File: src/rtl/pic_ctrl_pkg.sv
// Shared definitions for the PIC16F84 program-flow controller:
// default widths, control-flow opcode match masks/values, FSM states,
// and the opcode classifier used by the sequencer.
package pic_ctrl_pkg;

  localparam int unsigned ADDR_W_DEF      = 10;
  localparam int unsigned INSTR_W_DEF     = 14;
  localparam int unsigned STACK_DEPTH_DEF = 8;

  // Opcode match: (ir & MASK) == VAL
  localparam logic [13:0] GOTO_MASK   = 14'h3800;
  localparam logic [13:0] GOTO_VAL    = 14'h2800;  // 10_1kkk
  localparam logic [13:0] CALL_MASK   = 14'h3800;
  localparam logic [13:0] CALL_VAL    = 14'h2000;  // 10_0kkk
  localparam logic [13:0] RETURN_VAL  = 14'h0008;  // exact match
  localparam logic [13:0] RETFIE_VAL  = 14'h0009;  // exact match
  localparam logic [13:0] RETLW_MASK  = 14'h3C00;
  localparam logic [13:0] RETLW_VAL   = 14'h3400;  // 11_01xx
  localparam logic [13:0] FSZ_MASK    = 14'h3F00;
  localparam logic [13:0] DECFSZ_VAL  = 14'h0B00;  // 00_1011
  localparam logic [13:0] INCFSZ_VAL  = 14'h0F00;  // 00_1111
  localparam logic [13:0] BTFS_MASK   = 14'h3C00;
  localparam logic [13:0] BTFSC_VAL   = 14'h1800;  // 01_10
  localparam logic [13:0] BTFSS_VAL   = 14'h1C00;  // 01_11

  typedef enum logic [1:0] {
    ST_FETCH = 2'd0,
    ST_EXEC  = 2'd1,
    ST_FLUSH = 2'd2
  } ctrl_state_e;

  typedef enum logic [2:0] {
    OP_PLAIN  = 3'd0,
    OP_GOTO   = 3'd1,
    OP_CALL   = 3'd2,
    OP_RETURN = 3'd3,
    OP_RETLW  = 3'd4,
    OP_SKIP   = 3'd5
  } op_class_e;

  // Classify an instruction word by its control-flow effect.
  function automatic op_class_e decode_op(input logic [13:0] ir);
    op_class_e c;
    c = OP_PLAIN;
    if ((ir & GOTO_MASK) == GOTO_VAL)
      c = OP_GOTO;
    else if ((ir & CALL_MASK) == CALL_VAL)
      c = OP_CALL;
    else if ((ir == RETURN_VAL) || (ir == RETFIE_VAL))
      c = OP_RETURN;
    else if ((ir & RETLW_MASK) == RETLW_VAL)
      c = OP_RETLW;
    else if (((ir & FSZ_MASK) == DECFSZ_VAL) || ((ir & FSZ_MASK) == INCFSZ_VAL) ||
             ((ir & BTFS_MASK) == BTFSC_VAL) || ((ir & BTFS_MASK) == BTFSS_VAL))
      c = OP_SKIP;
    return c;
  endfunction

endpackage

File: src/rtl/pc_return_stack.sv
// Circular return-address stack (PIC semantics): sp wraps modulo depth,
// the depth counter saturates, overflow overwrites the oldest entry and
// underflow still pops. Push takes priority; the sequencer never issues both.
module pc_return_stack
  import pic_ctrl_pkg::*;
#(
  parameter int unsigned ADDR_W      = ADDR_W_DEF,
  parameter int unsigned STACK_DEPTH = STACK_DEPTH_DEF
) (
  input  logic              clock,
  input  logic              reset,
  input  logic              push_i,
  input  logic              pop_i,
  input  logic [ADDR_W-1:0] push_addr_i,
  output logic [ADDR_W-1:0] top_o,
  output logic              empty_o,
  output logic              overflow_o,
  output logic              underflow_o
);

  localparam int unsigned SP_W = $clog2(STACK_DEPTH);
  localparam logic [SP_W:0] FULL_CNT = (SP_W+1)'(STACK_DEPTH);

  logic [ADDR_W-1:0] mem_q [STACK_DEPTH];
  logic [SP_W-1:0]   sp_q;
  logic [SP_W:0]     depth_q;
  logic              full;

  assign full        = (depth_q == FULL_CNT);
  assign empty_o     = (depth_q == '0);
  assign overflow_o  = push_i && full;
  assign underflow_o = pop_i && !push_i && empty_o;
  assign top_o       = mem_q[sp_q - SP_W'(1)];

  // Storage, pointer and saturating depth update on push/pop.
  always_ff @(posedge clock or posedge reset) begin
    if (reset) begin
      sp_q    <= '0;
      depth_q <= '0;
      for (int unsigned i = 0; i < STACK_DEPTH; i++) begin
        mem_q[i] <= '0;
      end
    end else if (push_i) begin
      mem_q[sp_q] <= push_addr_i;
      sp_q        <= sp_q + SP_W'(1);
      if (!full) begin
        depth_q <= depth_q + (SP_W+1)'(1);
      end
    end else if (pop_i) begin
      sp_q <= sp_q - SP_W'(1);
      if (!empty_o) begin
        depth_q <= depth_q - (SP_W+1)'(1);
      end
    end
  end

endmodule

File: src/rtl/pc_flow_ctrl.sv
// Program-flow sequencer for the PIC16F84 core: FETCH/EXEC/FLUSH FSM,
// control-flow decode, PC enable generation and return-stack control.
// Optional feature macro: STACK_TRAP_EN (sticky stack_err on overflow or
// underflow; an underflowing return vectors to address 0 via goto_en).
module pc_flow_ctrl
  import pic_ctrl_pkg::*;
#(
  parameter int unsigned ADDR_W      = ADDR_W_DEF,
  parameter int unsigned INSTR_W     = INSTR_W_DEF,
  parameter int unsigned STACK_DEPTH = STACK_DEPTH_DEF
) (
  input  logic               clock,
  input  logic               reset,
  input  logic [INSTR_W-1:0] instr,
  input  logic               instr_valid,
  output logic               instr_ready,
  input  logic               stall,
  input  logic               skip_cond,
  input  logic [ADDR_W-1:0]  pc_ret_addr,
  output logic               pc_en,
  output logic               goto_en,
  output logic               call_en,
  output logic               ret_en,
  output logic               skip_en,
  output logic [ADDR_W-1:0]  pc_target,
  output logic [ADDR_W-1:0]  stack_top,
  output logic               retlw_valid,
  output logic               stack_err
);

  ctrl_state_e        state_q, state_d;
  logic [INSTR_W-1:0] ir_q, ir_d;
  op_class_e          op;
  logic               push, pop, trap_vec, trap_pop;
  logic               stack_empty, stack_ovf, stack_unf;

  assign op = decode_op(ir_q);

  // ir stays valid through FLUSH, so the CALL push is keyed off the
  // decoded ir there instead of a separate pending flag.
  pc_return_stack #(
    .ADDR_W      (ADDR_W),
    .STACK_DEPTH (STACK_DEPTH)
  ) u_stack (
    .clock       (clock),
    .reset       (reset),
    .push_i      (push),
    .pop_i       (pop),
    .push_addr_i (pc_ret_addr),
    .top_o       (stack_top),
    .empty_o     (stack_empty),
    .overflow_o  (stack_ovf),
    .underflow_o (stack_unf)
  );

`ifdef STACK_TRAP_EN
  logic err_q;

  assign trap_pop  = stack_empty;
  assign stack_err = err_q;

  // Sticky stack fault flag.
  always_ff @(posedge clock or posedge reset) begin
    if (reset) begin
      err_q <= 1'b0;
    end else if (stack_ovf || stack_unf) begin
      err_q <= 1'b1;
    end
  end
`else
  logic unused_stack_flags;

  assign trap_pop           = 1'b0;
  assign stack_err          = 1'b0;
  assign unused_stack_flags = ^{stack_empty, stack_ovf, stack_unf};
`endif

  assign pc_target = trap_vec ? '0 : ir_q[ADDR_W-1:0];

  // State and instruction register.
  always_ff @(posedge clock or posedge reset) begin
    if (reset) begin
      state_q <= ST_FETCH;
      ir_q    <= '0;
    end else begin
      state_q <= state_d;
      ir_q    <= ir_d;
    end
  end

  // Next-state, PC enables and stack control.
  always_comb begin
    state_d     = state_q;
    ir_d        = ir_q;
    instr_ready = 1'b0;
    pc_en       = 1'b0;
    goto_en     = 1'b0;
    call_en     = 1'b0;
    ret_en      = 1'b0;
    skip_en     = 1'b0;
    retlw_valid = 1'b0;
    push        = 1'b0;
    pop         = 1'b0;
    trap_vec    = 1'b0;
    case (state_q)
      ST_FETCH: begin
        instr_ready = 1'b1;
        if (instr_valid) begin
          ir_d    = instr;
          state_d = ST_EXEC;
        end
      end
      ST_EXEC: begin
        if (!stall) begin
          pc_en   = 1'b1;
          state_d = ST_FETCH;
          case (op)
            OP_GOTO: begin
              goto_en = 1'b1;
              state_d = ST_FLUSH;
            end
            OP_CALL: begin
              call_en = 1'b1;
              state_d = ST_FLUSH;
            end
            OP_RETURN, OP_RETLW: begin
              pop         = 1'b1;
              retlw_valid = (op == OP_RETLW);
              if (trap_pop) begin
                goto_en  = 1'b1;
                trap_vec = 1'b1;
              end else begin
                ret_en = 1'b1;
              end
              state_d = ST_FLUSH;
            end
            OP_SKIP: begin
              skip_en = skip_cond;
            end
            default: begin
            end
          endcase
        end
      end
      ST_FLUSH: begin
        push    = (op == OP_CALL);
        state_d = ST_FETCH;
      end
      default: begin
        state_d = ST_FETCH;
      end
    endcase
  end

endmodule

File: config.mk
export PLATFORM = sky130hd
export DESIGN_NAME = pc_flow_ctrl
export DESIGN_NICKNAME = d
export VERILOG_FILES = /design/src/rtl/pic_ctrl_pkg.sv /design/src/rtl/pc_return_stack.sv /design/src/rtl/pc_flow_ctrl.sv
export SDC_FILE = /design/constraint.sdc
export NUM_CORES = 1
export LEC_CHECK = 0
export ABC_CLOCK_PERIOD_IN_PS = 9050
export CAP_MARGIN = 20
export CORE_MARGIN = 1.5
export CORE_UTILIZATION = 60
export DETAILED_ROUTE_END_ITERATION = 10
export HOLD_SLACK_MARGIN = 0.08
export PLACE_DENSITY = 0.95
export SYNTH_ARGS = -nofsm -noshare
export SYNTH_HDL_FRONTEND = slang
export SYNTH_SLANG_ARGS = --single-unit
export TNS_END_PERCENT = 100
File: constraint.sdc
create_clock -name clock -period 9.05 [get_ports clock]
set_clock_uncertainty 0.05 [all_clocks]
set_input_delay 1.81 -clock clock [delete_from_list [all_inputs] [get_ports clock]]
set_output_delay 1.81 -clock clock [all_outputs]
set_load 0.01 [all_outputs]
==> results of run 1 <==
[flip-flops by register name, indices dropped and copies added, names as in the netlist]
name and cells:
u_stack.mem_q 80, ir_q 14, u_stack.sp_q 3, state_q 2
[synthesized netlist by cell type, types with 3 or more instances]
cell      number  area share
a21oi_1        4      0.0042
buf_4         13       0.021
clkbuf_1      10      0.0079
dfrtp_1       99        0.52
inv_1          6      0.0047
mux2_2       101        0.24
mux4_2        20       0.095
nand2_1        5      0.0039
nand2b_1       4      0.0053
nand4_1        4      0.0053
nor2_1         8      0.0063
nor3_1         5      0.0053
nor4_1         3      0.0039
nor4_4         4       0.018
o21ai_0        3      0.0032
[cells by family after synthesis]
| logic type | after synthesis | synth area share |
|---|---|---|
| AO/OA/AOI/OAI | 15 | 0.0226 |
| adder cells (fa/ha/maj) | 2 | 0.00526 |
| buffers and inverters | 35 | 0.0384 |
| flip-flops | 99 | 0.521 |
| multiplexers | 124 | 0.341 |
| other | 1 | 0.000789 |
| AND/OR/NAND/NOR | 48 | 0.0713 |
[worst max-delay path by stage]
stage	start	end	cells past startpoint
final	stall	skip_en	6
after global routing	u_stack.sp_q[1]$_DFFE_PP0P_	stack_top[3]	6
after global placement	stall	skip_en	6
after detailed placement	stall	skip_en	6
after CTS	stall	skip_en	6
after floorplan	u_stack.sp_q[1]$_DFFE_PP0P_	stack_top[1]	8
[power by group through the flow]
stage	clock network, mW	registers, mW	logic [mW]
floorplan	0	0.534	0.246
global placement	0	0.552	0.321
detailed placement	0	0.556	0.330
CTS	0.269	0.548	0.332
global route	0.284	0.556	0.354
finish	0.258	0.548	0.328
[area by class of cell]
class / count / area [sq um] / share of cell area
Tap cell: 102 / 128 / 0.0233
Multi-Input combinational cell: 190 / 2100 / 0.382
Sequential cell: 99 / 2480 / 0.452
Clock buffer: 12 / 155 / 0.0283
Inverter: 8 / 31.3 / 0.00571
Timing Repair Buffer: 58 / 573 / 0.105
Clock inverter: 3 / 22.5 / 0.00411
[routing by layer]
layer / wire [um] / vias to the layer above / GRT usage
met1: 4030 / 1457 / 0.325
met4: 184 / 0 / 0.0795
met5: 0 / - / 0
li1: - / 1275 / -
met3: 415 / 14 / 0.0580
met2: 4580 / 77 / 0.385
[metrics by stage]
step                power (mW)  area, sq um  setup slack, ns  hold WS, ns  instances
floorplan                0.779         4760             4.20        0.391        324
global placement         0.873         5310             3.48        0.416        457
detailed placement       0.886         5310             3.43        0.435        457
CTS                       1.15         5480             3.43        0.455        472
global route              1.19         5480             3.31        0.470        472
finish                    1.13         5480             3.42        0.449        472
==> flow_summary.toml, run 1 <==
[sta]
finalSetupTns_ns = 0
rsz0062_at_grt = "no"
fmax_mhz = 178
finalHoldViolCount = 0
setup_viol = 0
relSlewSlack = 0.382
fin_crit_sh = 0.622
tightestPinTransition_ns = 0.927
fin_crit_ns = 5.63
drv_slew = 0

[critical_path]
cp.arrival_ns = 3.77
path_cells = "clkdlybuf4s50_1, or3b_2, inv_1, nand3_1, a21oi_1, clkdlybuf4s50_1"
worst_r2r_endpoint = "u_stack.mem_q[59]$_DFFE_PP0P_"
cpLargestDelayFamily = "buffers and inverters"
crit_type = "in2out"
cp_slowest_cell = "or3b_2"
worstPathRequired_ns = 7.19
cp-start-kind = "primary input"
cpPeakStageDelay_ns = 0.58
end_kind = "primary output"
reg2reg_from = "ir_q[13]$_DFFE_PP0P_"
crit_top_cell = "clkdlybuf4s50_1"
reg2reg_depth = 4
cp_max_fo = 10
regToRegSetupSlack_ns = 6.25
path_buf_inv = 3

[final_layout]
syn_to_final_growth_pct = 15.3
final_cell_mix = "mux2_2 (101), dfrtp_1 (99), clkdlybuf4s50_1 (55), mux4_2 (20), clkbuf_8 (11)"
final_util = 0.713
n_fill_cell = 525
mostFrequentLayoutCell = "mux2_2"
drive_above_1_share = 0.392
diodes = 0
nets = 397

[outcome]
status = "completed"

[hold_path]
hold_path_end = "u_stack.mem_q[77]$_DFFE_PP0P_"
hold_start = "u_stack.mem_q[77]$_DFFE_PP0P_"
hp-class = "reg2reg"
min_path_cells = 1

[clock_tree]
cts_hold_buf = 0
clock_sinks = 99
cts_buffers = 9
post-cts-setup-buffers = 0
cts_resized = 0
cts_tree = "done"
clk_latency_ns = 0.36
clk_path_buf_depth = 2
h-tree-depth = 3
clockRootBuffer = "clkbuf_8"
cts.clk_slew.worst_paths_ns = 0.09

[yosys]
ys_warn_count = 0
synthFlopType = "dfrtp_1"
synth.cell_area_sq_mm = 0.00476
async_reset_ff_frac = 1.00
syn_area_per_cell_sq_um = 14.7
synth_cells = 324
syn_nets = 355
ys_types = 41
synth-edff-count = 0
synth_seq_cells = 99
seq_area_frac_synth = 0.521

[drt]
first_pass_iters = 4
vias = 2823
avgViaCountPerCell = 5.98
wl_mm = 9.21
ant_nets = 0
route.detailed.drc = 0
wl_per_cell_um = 19.5
drtIter0Drc = 109

[power]
pwr-share-clk = 0.228
switching_share = 0.291
p_comb_frac = 0.289
ir_drop_v = 0.000158
pwr-share-seq = 0.483
internal_power_mw = 0.805
p_sw_mw = 0.330
power_density_mw_per_mm2 = 207
p_leak_nw = 2.37

[global_routing]
grt_start_max_net_pins = 76
grt_overflow = 0
grt_pass1_wl_mm = 15.3
grt_pass1_vias = 3051
grt.total_usage = 0.240
grt_antenna_before_repair = 0

[floorplan]
die_area_sq_mm = 0.00847
coreArea_sq_mm = 0.00769
num_rows = 32
dieHeight_um = 92.0
die_w_um = 92.0
ios = 57
start_util = 0.619

[run]
max_cap_violations = 0

[placement]
port_buffers = 55
dp_hpwl_mm = 5.99
routabilityCongestion = 0.794
No activity file was read; power rests on OpenSTA's default activity.
==> run 2: changes to the inputs <==
--- a/config.mk
+++ b/config.mk
@@ -5,13 +5,13 @@
 export SDC_FILE = /design/constraint.sdc
 export NUM_CORES = 1
 export LEC_CHECK = 0
-export ABC_CLOCK_PERIOD_IN_PS = 9050
+export ABC_CLOCK_PERIOD_IN_PS = 4650
 export CAP_MARGIN = 20
 export CORE_MARGIN = 1.5
-export CORE_UTILIZATION = 60
+export CORE_UTILIZATION = 50
 export DETAILED_ROUTE_END_ITERATION = 10
 export HOLD_SLACK_MARGIN = 0.08
-export PLACE_DENSITY = 0.95
+export PLACE_DENSITY = 0.88
 export SYNTH_ARGS = -nofsm -noshare
 export SYNTH_HDL_FRONTEND = slang
 export SYNTH_SLANG_ARGS = --single-unit
==> constraint.sdc (replaced) <==
create_clock -name clock -period 4.65 [get_ports clock]
set_clock_uncertainty 0.05 [all_clocks]
set_input_delay 0.93 -clock clock [delete_from_list [all_inputs] [get_ports clock]]
set_output_delay 0.93 -clock clock [all_outputs]
set_load 0.01 [all_outputs]
==> run 2 against run 1 <==
Routed wire length is 0.28% lower; first-iteration DRC count is 12% lower; critical path depth stayed put; die area is 19% higher; final area is 1.4% higher; highest routed layer unchanged.
==> flow_summary.toml, run 2 (synthesis gave the netlist of run 1 again) <==
[sta]
fin_crit_ns = 4.16
tightestPinTransition_ns = 0.923
relSlewSlack = 0.380
fmax_mhz = 240
setup_viol = 0
finalSetupTns_ns = 0
drv_slew = 0
finalHoldViolCount = 0
fin_crit_sh = 0.895
rsz0062_at_grt = "no"

[critical_path]
worstPathRequired_ns = 3.67
cpPeakStageDelay_ns = 0.56
cp_slowest_cell = "dfrtp_1"
end_kind = "primary output"
cp-start-kind = "register"
cpLargestDelayFamily = "buffers and inverters"
path_cells = "clkinv_1, ha_1, buf_4, mux4_2, mux2_2, clkdlybuf4s50_1"
crit_type = "reg2out"
path_buf_inv = 3
cp_max_fo = 14
regToRegSetupSlack_ns = 1.89
cp.arrival_ns = 3.18

[placement]
routabilityCongestion = 0.787
dp_hpwl_mm = 5.94
place_area_sq_mm = 0.00535
port_buffers = 55
dp_cells = 486

[power]
ir_drop_v = 0.000256
p_leak_nw = 2.38
power_density_mw_per_mm2 = 408

[drt]
first_pass_iters = 4
drtIter0Drc = 96
ant_nets = 0
route.detailed.drc = 0
vias = 2837
avgViaCountPerCell = 5.65
wl_mm = 9.18
wl_per_cell_um = 18.3

[clock_tree]
clk_path_buf_depth = 2
clk_latency_ns = 0.37
cts_resized = 0
post-cts-setup-buffers = 0
h-tree-depth = 3
cts_hold_buf = 0
cts_tree = "done"
clock_sinks = 99
clockRootBuffer = "clkbuf_8"
cts.clk_slew.worst_paths_ns = 0.09
cts_buffers = 9

[final_layout]
n_fill_cell = 717
regMostFlops = "u_stack.mem_q"
reg.largest.list = "u_stack.mem_q x80, ir_q x14, u_stack.sp_q x3"
diodes = 0
nets = 399
drive_above_1_share = 0.397
fin_area_sq_mm = 0.00556
largest_register_ff_count = 80
syn_to_final_growth_pct = 16.9
mostFrequentLayoutCell = "mux2_2"
fin_cells = 502
final_cell_mix = "mux2_2 (101), dfrtp_1 (99), clkdlybuf4s50_1 (55), mux4_2 (20), clkbuf_8 (9)"

[floorplan]
start_util = 0.515
num_rows = 35
coreArea_sq_mm = 0.00924
die_area_sq_mm = 0.0101
dieHeight_um = 101
die_w_um = 101
ios = 57

[global_routing]
grt.total_usage = 0.197
grt_start_max_net_pins = 38
grt_antenna_before_repair = 0
grt_pass1_wl_mm = 15.0
grt_overflow = 0
grt_pass1_vias = 2988

[outcome]
status = "completed"

[hold_path]
hp-class = "reg2reg"

[run]
max_cap_violations = 0
-- run 2: cell types whose count changed in the layout (fill, tap and decap cells not counted) --
cell,delta
clkbuf_8,-2
inv_6,-1
clkinv_2,-1
clkinv_8,+1
clkinvlp_4,+3
bufinv_16,+1
buf_4,+2
-- run 2: path summary, 6_finish.rpt --
check	startpoint	endpoint	cells past startpoint
setup / recovery	u_stack.sp_q[1]$_DFFE_PP0P_	stack_top[3]	6
hold / removal	state_q[1]$_DFFE_PP0P_	state_q[0]$_DFFE_PP0P_	1
setup reg to reg	ir_q[13]$_DFFE_PP0P_	u_stack.mem_q[41]$_DFFE_PP0P_	4
hold reg to reg	state_q[1]$_DFFE_PP0P_	state_q[0]$_DFFE_PP0P_	1
max in group asynchronous	reset	u_stack.mem_q[1]$_DFFE_PP0P_	3
min in group asynchronous	reset	ir_q[7]$_DFFE_PP0P_	2
-- run 2: worst register-to-register path: cells and delay by family, from the launching register on --
family | cells | cell delay [ns]
flops | 1 | 0.49
simple gates | 3 | 1.69
mux | 1 | 0.41
-- run 2: report_power, final --
| part | internal (mW) | switching (mW) |
|---|---|---|
| combinational | 0.376 | 0.268 |
| sequential | 0.971 | 0.0955 |
| clock | 0.254 | 0.305 |
| total | 1.60 | 0.668 |
-- run 2: layer usage --
layer	share of wire	routed length, um	global-route usage
met1	0.44	4010	0.254
met2	0.50	4590	0.325
met3	0.052	474	0.0596
met4	0.011	102	0.0553
met5	0	0	0
-- run 2: through the flow --
step	worst slack [ns]	hold slack, ns	util	power, mW
after floorplan	0.682	0.391	-	1.52
after global placement	0.830	0.409	0.579	1.70
after detailed placement	0.799	0.418	0.579	1.73
after CTS	0.479	0.430	0.602	2.29
after global routing	0.365	0.470	0.602	2.40
final	0.488	0.426	0.602	2.27
-- run 2: area by class of cell --
class	count	area, sq um	area share
Sequential cell	99	2480	0.446
Inverter	8	31.3	0.00563
Tap cell	129	161	0.0290
Multi-Input combinational cell	190	2100	0.377
Clock inverter	6	77.6	0.0140
Clock buffer	10	128	0.0230
Timing Repair Buffer	60	588	0.106
